**config.mk**
```make
export PLATFORM = sky130hd
export DESIGN_NAME = pong_game_ctrl
export DESIGN_NICKNAME = d
export VERILOG_FILES = /design/src/rtl/pong_game_ctrl.sv
export SDC_FILE = /design/constraint.sdc
export NUM_CORES = 1
export LEC_CHECK = 0
export ABC_AREA = 1
export CORE_ASPECT_RATIO = 0.6
export CORE_UTILIZATION = 30
export DETAILED_ROUTE_END_ITERATION = 8
export PLACE_DENSITY = 0.68
export SYNTH_ARGS = -nofsm -noshare
export SYNTH_HDL_FRONTEND = slang
export SYNTH_SLANG_ARGS = --single-unit
export TNS_END_PERCENT = 20
```
**constraint.sdc**
```tcl
create_clock -name clk -period 1.24 [get_ports clk]
set_input_delay 0.248 -clock clk [delete_from_list [all_inputs] [get_ports clk]]
set_output_delay 0.248 -clock clk [all_outputs]
set_load 0.03 [all_outputs]
```
**src/rtl/pong_game_ctrl.sv**
```systemverilog
// pong_game_ctrl -- game-state controller for the pong datapath.
//
// Tracks whose serve it is, detects misses from the registered ball
// position, keeps both scores, pulses a point strobe and declares the match
// winner. All outputs come straight from registers.
//
// Optional feature macro: PONG_RALLY_CNT_EN
//   When defined, paddle hits (sign flips of the ball x speed while playing)
//   are counted per rally, and the longest rally of the match is kept.
//   When undefined, rally_cnt and max_rally are tied to 0.
//
// Ports:
//   clk                  frame clock, shared with the ball logic
//   reset                asynchronous, active-low reset
//   p1u/p1d/p2u/p2d      paddle buttons, active-low
//   restart_n            new-match button, active-low (falling edge in done)
//   ball_x, ball_y       ball position (ball_y is a pass-through tap only)
//   speed_curr_x         registered ball x speed, two's complement
//   game_state           0 p1_serve, 1 p2_serve, 2 playing, 3 done
//   p1_score, p2_score   scores, saturate at WIN_SCORE
//   point_p1, point_p2   one-cycle pulse on a point
//   winner               0 none, 1 P1, 2 P2
//   rally_cnt, max_rally hits in current rally / longest rally this match

module pong_game_ctrl #(
    parameter logic [9:0] LEFT_MISS  = 10'd140,
    parameter logic [9:0] RIGHT_MISS = 10'd500,
    parameter logic [9:0] BALL_WIDTH = 10'd5,
    parameter logic [3:0] WIN_SCORE  = 4'd5
) (
    input  logic       clk,
    input  logic       reset,
    input  logic       p1u,
    input  logic       p1d,
    input  logic       p2u,
    input  logic       p2d,
    input  logic       restart_n,
    input  logic [9:0] ball_x,
    input  logic [9:0] ball_y,
    input  logic [9:0] speed_curr_x,
    output logic [1:0] game_state,
    output logic [3:0] p1_score,
    output logic [3:0] p2_score,
    output logic       point_p1,
    output logic       point_p2,
    output logic [1:0] winner,
    output logic [7:0] rally_cnt,
    output logic [7:0] max_rally
);

    typedef enum logic [1:0] {
        P1_SERVE = 2'd0,
        P2_SERVE = 2'd1,
        PLAYING  = 2'd2,
        DONE     = 2'd3
    } state_e;

    state_e     state_q, state_d;
    logic [3:0] p1_score_q, p1_score_d;
    logic [3:0] p2_score_q, p2_score_d;
    logic       point_p1_q, point_p1_d;
    logic       point_p2_q, point_p2_d;
    logic [1:0] winner_q, winner_d;
    logic       arm_q, arm_d;
    logic       restart_prev_q;

    logic [9:0] ball_right;
    logic       left_miss, right_miss, restart_fall;
    logic [3:0] p1_inc, p2_inc;

    // ball_y and the low speed bits are deliberately unobserved here.
    logic       unused_inputs;
    assign unused_inputs = ^{ball_y, speed_curr_x};

    // 10-bit add on purpose: matches the ball logic's own coordinate width.
    assign ball_right   = ball_x + BALL_WIDTH;
    assign left_miss    = (ball_x < LEFT_MISS);
    assign right_miss   = (ball_right > RIGHT_MISS);
    assign restart_fall = restart_prev_q & ~restart_n;
    assign p1_inc       = p1_score_q + 4'd1;
    assign p2_inc       = p2_score_q + 4'd1;

    always_comb begin
        // NOTE: every signal gets its hold value first so no path leaves it
        // unassigned; otherwise synthesis would infer a latch.
        state_d    = state_q;
        p1_score_d = p1_score_q;
        p2_score_d = p2_score_q;
        point_p1_d = 1'b0;
        point_p2_d = 1'b0;
        winner_d   = winner_q;
        arm_d      = arm_q;

        case (state_q)
            // The arm flag enters each serve state clear and only sets after
            // the server has been seen with both buttons released, so a button
            // held through the point cannot fire the next serve.
            P1_SERVE: begin
                if (arm_q && (!p1u || !p1d)) begin
                    state_d = PLAYING;
                    arm_d   = 1'b0;
                end else if (p1u && p1d) begin
                    arm_d = 1'b1;
                end
            end
            P2_SERVE: begin
                if (arm_q && (!p2u || !p2d)) begin
                    state_d = PLAYING;
                    arm_d   = 1'b0;
                end else if (p2u && p2d) begin
                    arm_d = 1'b1;
                end
            end
            PLAYING: begin
                arm_d = 1'b0;
                // Left miss has priority so a simultaneous miss scores once.
                if (left_miss) begin
                    p2_score_d = p2_inc;
                    point_p2_d = 1'b1;
                    if (p2_inc == WIN_SCORE) begin
                        state_d  = DONE;
                        winner_d = 2'd2;
                    end else begin
                        state_d = P1_SERVE;
                    end
                end else if (right_miss) begin
                    p1_score_d = p1_inc;
                    point_p1_d = 1'b1;
                    if (p1_inc == WIN_SCORE) begin
                        state_d  = DONE;
                        winner_d = 2'd1;
                    end else begin
                        state_d = P2_SERVE;
                    end
                end
            end
            DONE: begin
                arm_d = 1'b0;
                if (restart_fall) begin
                    p1_score_d = 4'd0;
                    p2_score_d = 4'd0;
                    winner_d   = 2'd0;
                    state_d    = P1_SERVE;
                end
            end
            default: state_d = P1_SERVE;
        endcase
    end

    always_ff @(posedge clk or negedge reset) begin
        if (!reset) begin
            state_q        <= P1_SERVE;
            p1_score_q     <= 4'd0;
            p2_score_q     <= 4'd0;
            point_p1_q     <= 1'b0;
            point_p2_q     <= 1'b0;
            winner_q       <= 2'd0;
            arm_q          <= 1'b0;
            restart_prev_q <= 1'b1;
        end else begin
            // NOTE: sequential state uses non-blocking assignment so every
            // register samples the pre-edge values of the others.
            state_q        <= state_d;
            p1_score_q     <= p1_score_d;
            p2_score_q     <= p2_score_d;
            point_p1_q     <= point_p1_d;
            point_p2_q     <= point_p2_d;
            winner_q       <= winner_d;
            arm_q          <= arm_d;
            restart_prev_q <= restart_n;
        end
    end

    assign game_state = state_q;
    assign p1_score   = p1_score_q;
    assign p2_score   = p2_score_q;
    assign point_p1   = point_p1_q;
    assign point_p2   = point_p2_q;
    assign winner     = winner_q;

`ifdef PONG_RALLY_CNT_EN
    logic       sign_prev_q;
    logic [7:0] rally_q, rally_d;
    logic [7:0] max_q, max_d;

    // A paddle hit reverses the ball, which shows up as a sign flip of the
    // x speed relative to the previous frame.
    always_comb begin
        rally_d = rally_q;
        max_d   = max_q;
        if (state_q == PLAYING) begin
            if (left_miss || right_miss) begin
                max_d   = (rally_q > max_q) ? rally_q : max_q;
                rally_d = 8'd0;
            end else if ((speed_curr_x[9] != sign_prev_q) && (rally_q != 8'hFF)) begin
                rally_d = rally_q + 8'd1;
            end
        end else if ((state_q == DONE) && restart_fall) begin
            rally_d = 8'd0;
            max_d   = 8'd0;
        end
    end

    always_ff @(posedge clk or negedge reset) begin
        if (!reset) begin
            sign_prev_q <= 1'b0;
            rally_q     <= 8'd0;
            max_q       <= 8'd0;
        end else begin
            sign_prev_q <= speed_curr_x[9];
            rally_q     <= rally_d;
            max_q       <= max_d;
        end
    end

    assign rally_cnt = rally_q;
    assign max_rally = max_q;
`else
    assign rally_cnt = 8'd0;
    assign max_rally = 8'd0;
`endif

endmodule

```
==> flow_summary.yaml, run 1 <==
status:
  run_status: "finished, violations left"
  violations: "negative setup slack"
setup_path:
  path_class: "reg -> reg"
  cp_max_fo: 3
  crit_top_cell: "nand2_4"
  critPathBufInv: 0
  required_ns: 1.39
  cp.arrival_ns: 1.54
  crit_path_end_kind: "register"
  cpMaxStageDelayCell: "dfrtp_2"
  cp_cell_sequence: "ha_4 > xor2_2 > nand3_2 > nand2_4 > nand2_4 > nand2_4 > nand2_4 > nand2_2 > nand2_2"
  crit_path_max_incr_delay_ns: 0.44
  r2r_slack_ns: -0.15
  path_delay_family: "simple AND/OR/NAND/NOR gates"
  start_kind: "register"
routing:
  ant_nets: 0
  routedWlPerCell_um: 10.0
  drt_wl_total_um: 2540
  viasPerCell: 4.19
  drcViolationCount: 0
  first_iter_violations: 63
  vias: 1060
  dr.pass1.iters: 4
cells_and_area:
  area_delta_synth_final_pct: 50.7
  multi_input_area_um2: 691
  drive_gt1_share_pct: 39.3
  final_nets: 248
  fin_cells: 253
  seqCellArea_um2: 408
  antennaDiodeCount: 0
  final_cell_mix: "44 x nand2_1, 23 x buf_4, 16 x conb_1"
  final_common_cell: "nand2_1"
  fillCellCount: 381
sta:
  drv_slew: 0
  rsz0062_at_grt: "yes"
  period_minus_slack_ns: 1.39
  clock_skew_ns: 0.00509
  setup_violations: 8
  fmax_ghz: 0.719
  setup_ws_ns: -0.152
  fin_crit_sh_pct: 112
  hold_violations: 0
cts:
  clkSlewWorstSetupHoldPaths_ns: 0.07
  clockBufferDepth: 2
  root_buffer: "clkbuf_8"
  cts.sinks: 16
  numCtsBuffers: 3
  cts_hold_buf: 0
  worstSkewPairLatency_ns: 0.26
  tritoncts: "yes"
  h-tree-depth: 1
global_routing:
  grt_usage_pct: 13.6
  grt_pass1_vias: 918
  grt_overflow: 0
  grt_max_degree: 17
  antenna_found_initial: 0
  grt_pass1_wl_um: 4070
power:
  power.density_nw_per_um2: 2190
  p_leak_nw: 0.947
  ir_drop_uv: 671
  p_total_w: 0.00383
floorplan:
  num_rows: 17
  io_pins: 67
  coreArea_um2: 3680
  start_util_pct: 31.5
  die_w_um: 82.2
  die_h_um: 50.1
  die_area_um2: 4120
yosys:
  netlist.area_leader.share_pct: 32.4
  ys_seq_area_share_pct: 34.7
  synthCells: 154
  ys_seq_elements: 16
  yosys.area.top_type: "dfrtp_1"
  synth_cell_type_count: 25
  yosys_warnings: 0
  synth_area_leaders: "dfrtp_1 32%, nand2_1 17%, buf_4 10%"
  avgSynthCellArea_um2: 7.52
  synth_area_um2: 1160
placed_design:
  gp_congestion: 0.817
  dpl.cell_count: 248
  pre_cts_ws_ns: -0.420
  port_buffers: 30
  dpl.hpwl_um: 1900
job:
  drv_cap: 0
hold_path:
  hold_class: "in -> async"
[Yosys cell counts, drive strengths merged]
master and instances:
conb 1, nand3 11, inv 22, nor3 1
ha 4, o31ai 1, nand2 59, dfrtp 15
dfstp 1, o22ai 1, o21ai 4, nor2 11
nand4 2, a22o 1, buf 16, a21oi 2
xor2 2
[metrics by stage]
step                instance area (um^2)  util, %  TNS, ns  hold slack, ns
global placement                    1560     42.5    -4.76           0.469
global route                        1740     47.4    -1.72           0.355
finish                              1740     47.4   -0.473           0.318
CTS                                 1670     45.5   -0.809           0.326
detailed placement                  1560     42.5    -4.99           0.465
floorplan                           1220        -    -1.06         -0.0476
[registers in the layout, indices dropped and copies added, names as in the netlist]
register / flops
arm_q: 1
p1_score: 4
restart_prev_q: 1
point_p2: 1
winner: 2
game_state: 2
p2_score: 4
point_p1: 1
[repair_timing]
item                       CTS  global route
setup buffers                1             0
resized for setup           15            24
pin swaps                    4            11
setup endpoints to repair   13            22
[layout make-up]
type	instances	share of cell area, %
clock buffer	4	3.16
sequential	16	23.4
inverter	22	4.73
timing repair buffer	49	25.8
tap	47	3.37
multi-input combinational	115	39.6
[final timing paths]
check	to	cells past startpoint	start
setup / recovery	winner[0]	9	p2_score[1]
hold / removal	p1_score[3]	2	reset
setup reg to reg	winner[0]	9	p2_score[1]
hold reg to reg	winner[1]	2	winner[1]
max in group asynchronous	restart_prev_q	2	reset
min in group clk	restart_prev_q	1	restart_n
[where the power goes]
group / total [W] / internal, W / switching [W]
clock: 0.000478 / 0.000282 / 0.000195
sequential: 0.000934 / 0.000738 / 0.000196
combinational: 0.00242 / 0.00105 / 0.00137
[cell families (layout without fill, tap and decap cells)]
logic type	after synthesis	after routing	synth area share (%)
adder cells (fa/ha/maj)	4	4	4.32
AND/OR/NAND/NOR	84	84	36.8
flip-flops	16	16	34.7
buffers and inverters	38	75	17.5
XOR/XNOR	2	2	1.51
AO/OA/AOI/OAI	9	9	4.87
other	1	16	0.324
[per-layer routing]
layer | up-vias | global-route usage (%) | part of all wire [%]
met5 | - | 0 | 0
met4 | 0 | 6.14 | 1.7
met3 | 4 | 4.07 | 5.9
met2 | 31 | 18.7 | 44
met1 | 473 | 19.2 | 49
li1 | 552 | - | -
(Power assumes the default switching activity.)
==> run 2, diff against run 1 <==
PLACE_DENSITY = unset   (was 0.68)
PLACE_DENSITY_LB_ADDON = 0.12   (was unset)
==> run 2 against run 1 <==
  * The run still ends with negative setup slack left
  * Flip-flop and latch count unchanged
  * First-iteration DRC count decreased by 68%
  * Clock power decreased by 1%
  * Highest routed layer unchanged
  * Combinational power increased by 5%
  * Critical endpoint is now winner[1]
  * Power increased by 3.7%
  * Design area increased by 5.2%
==> flow_summary.yaml, run 2 (synthesis results as in run 1) <==
sta:
  fin_crit_sh_pct: 111
  setup_ws_ns: -0.137
  setup_violations: 7
  finalSetupTns_ns: -0.460
  rsz0062_at_grt: "yes"
  hold_violations: 0
  hold_slack_ns: 0.314
  period_minus_slack_ns: 1.38
  clock_skew_ns: 0.00217
  drv_slew: 0
  fmax_ghz: 0.726
cells_and_area:
  drive_gt1_share_pct: 44.8
  final_util_pct: 49.8
  final_nets: 252
  final_common_cell: "nand2_1"
  final_cell_mix: "43 x nand2_1, 28 x buf_4, 16 x conb_1"
  area_delta_synth_final_pct: 58.5
  antennaDiodeCount: 0
global_routing:
  grt_pass1_wl_um: 4010
  grt_usage_pct: 13.3
  antenna_found_initial: 0
  grt_pass1_vias: 902
  grt_overflow: 0
  grt_max_degree: 17
setup_path:
  cp.arrival_ns: 1.53
  crit_path_end_kind: "register"
  cp_cell_sequence: "ha_4 > xor2_2 > nand3_2 > nand2_4 > nand2_4 > nand2_4 > nand2_2 > nand2_1 > nand2_1"
  r2r_slack_ns: -0.14
  cp_max_fo: 3
  start_kind: "register"
  rr_startpoint: "p2_score[0]"
  ff2ff_path_depth: 9
  crit_path_max_incr_delay_ns: 0.44
  rr_endpoint: "winner[1]"
  cpMaxStageDelayCell: "dfrtp_2"
  crit_top_cell: "nand2_4"
  path_class: "reg -> reg"
  required_ns: 1.39
hold_path:
  hold_class: "in -> async"
cts:
  clkSlewWorstSetupHoldPaths_ns: 0.07
  worstSkewPairLatency_ns: 0.26
  cts.sinks: 16
  cts_hold_buf: 0
  root_buffer: "clkbuf_8"
  tritoncts: "yes"
  h-tree-depth: 1
  clockBufferDepth: 2
  numCtsBuffers: 3
placed_design:
  port_buffers: 30
  dpl.hpwl_um: 1980
  gp_congestion: 0.753
power:
  ir_drop_uv: 993
  p_leak_nw: 0.994
  p_total_w: 0.00397
  power.density_nw_per_um2: 2160
job:
  drv_cap: 0
floorplan:
  die_area_um2: 4120
  die_w_um: 82.2
  die_h_um: 50.1
  start_util_pct: 31.5
  num_rows: 17
  io_pins: 67
  coreArea_um2: 3680
routing:
  drt_wl_total_um: 2660
  vias: 1074
  ant_nets: 0
  dr.pass1.iters: 6
  viasPerCell: 4.18
  routedWlPerCell_um: 10.3
  first_iter_violations: 20
  drcViolationCount: 0
status:
  run_status: "finished, violations left"
  violations: "negative setup slack"
run 2: stage by stage:
| step | setup slack (ns) | cells | area (um^2) |
|---|---|---|---|
| 2_1_floorplan | -0.184 | 169 | 1220 |
| 3_3_place_gp | -0.431 | 248 | 1560 |
| 3_5_place_dp | -0.445 | 248 | 1560 |
| 4_1_cts | -0.181 | 253 | 1640 |
| 5_1_grt | -0.225 | 257 | 1830 |
| 6_report | -0.137 | 257 | 1830 |
run 2: area by class of cell:
cell class	count	area, um^2
Fill cell	357	1850
Multi-Input combinational cell	115	747
Timing Repair Buffer	53	484
Sequential cell	16	407
Inverter	22	82.6
Tap cell	47	58.8
Clock buffer	4	55.1
run 2: power breakdown:
group | leakage [nW] | switching (W) | internal [W]
Combinational | 0.765 | 0.00140 | 0.00113
Clock | 0.0288 | 0.000191 | 0.000282
Sequential | 0.200 | 0.000232 | 0.000735
Total | 0.994 | 0.00182 | 0.00215
run 2: how the worst max path moves through the flow:
stage	start	endpoint	slack (ns)	depth (start not counted)
2_1_floorplan	p2_score[1]	winner[0]	-0.18	9
3_5_place_dp	ball_x[7]	winner[1]	-0.44	12
4_1_cts	p2_score[1]	winner[1]	-0.18	9
6_report	p2_score[0]	winner[1]	-0.14	9
3_3_place_gp	ball_x[7]	winner[0]	-0.43	12
5_1_grt	p2_score[0]	winner[1]	-0.23	9
run 2: per-layer routing:
metal / GRT usage (%) / vias to the layer above / share of wire [%]
met3: 3.52 / 6 / 4.9
met1: 18.4 / 484 / 48
met4: 6.14 / 0 / 1.9
li1: - / 551 / -
met5: 0 / - / 0
met2: 18.9 / 33 / 45
run 2: timing repair:
item,CTS,global route
buffers inserted,1,4
gates cloned,0,0
gates resized for setup,8,43
endpoints found under the setup margin,14,20
pin swaps,0,19
run 2: worst max-delay path, delay by kind of cell, from the launching register on:
family	cells	cell delay, ns
and+or+nand+nor	7	0.47
xor gates and xnor gates	1	0.18
DFF	1	0.44
adders and majority gates	1	0.18
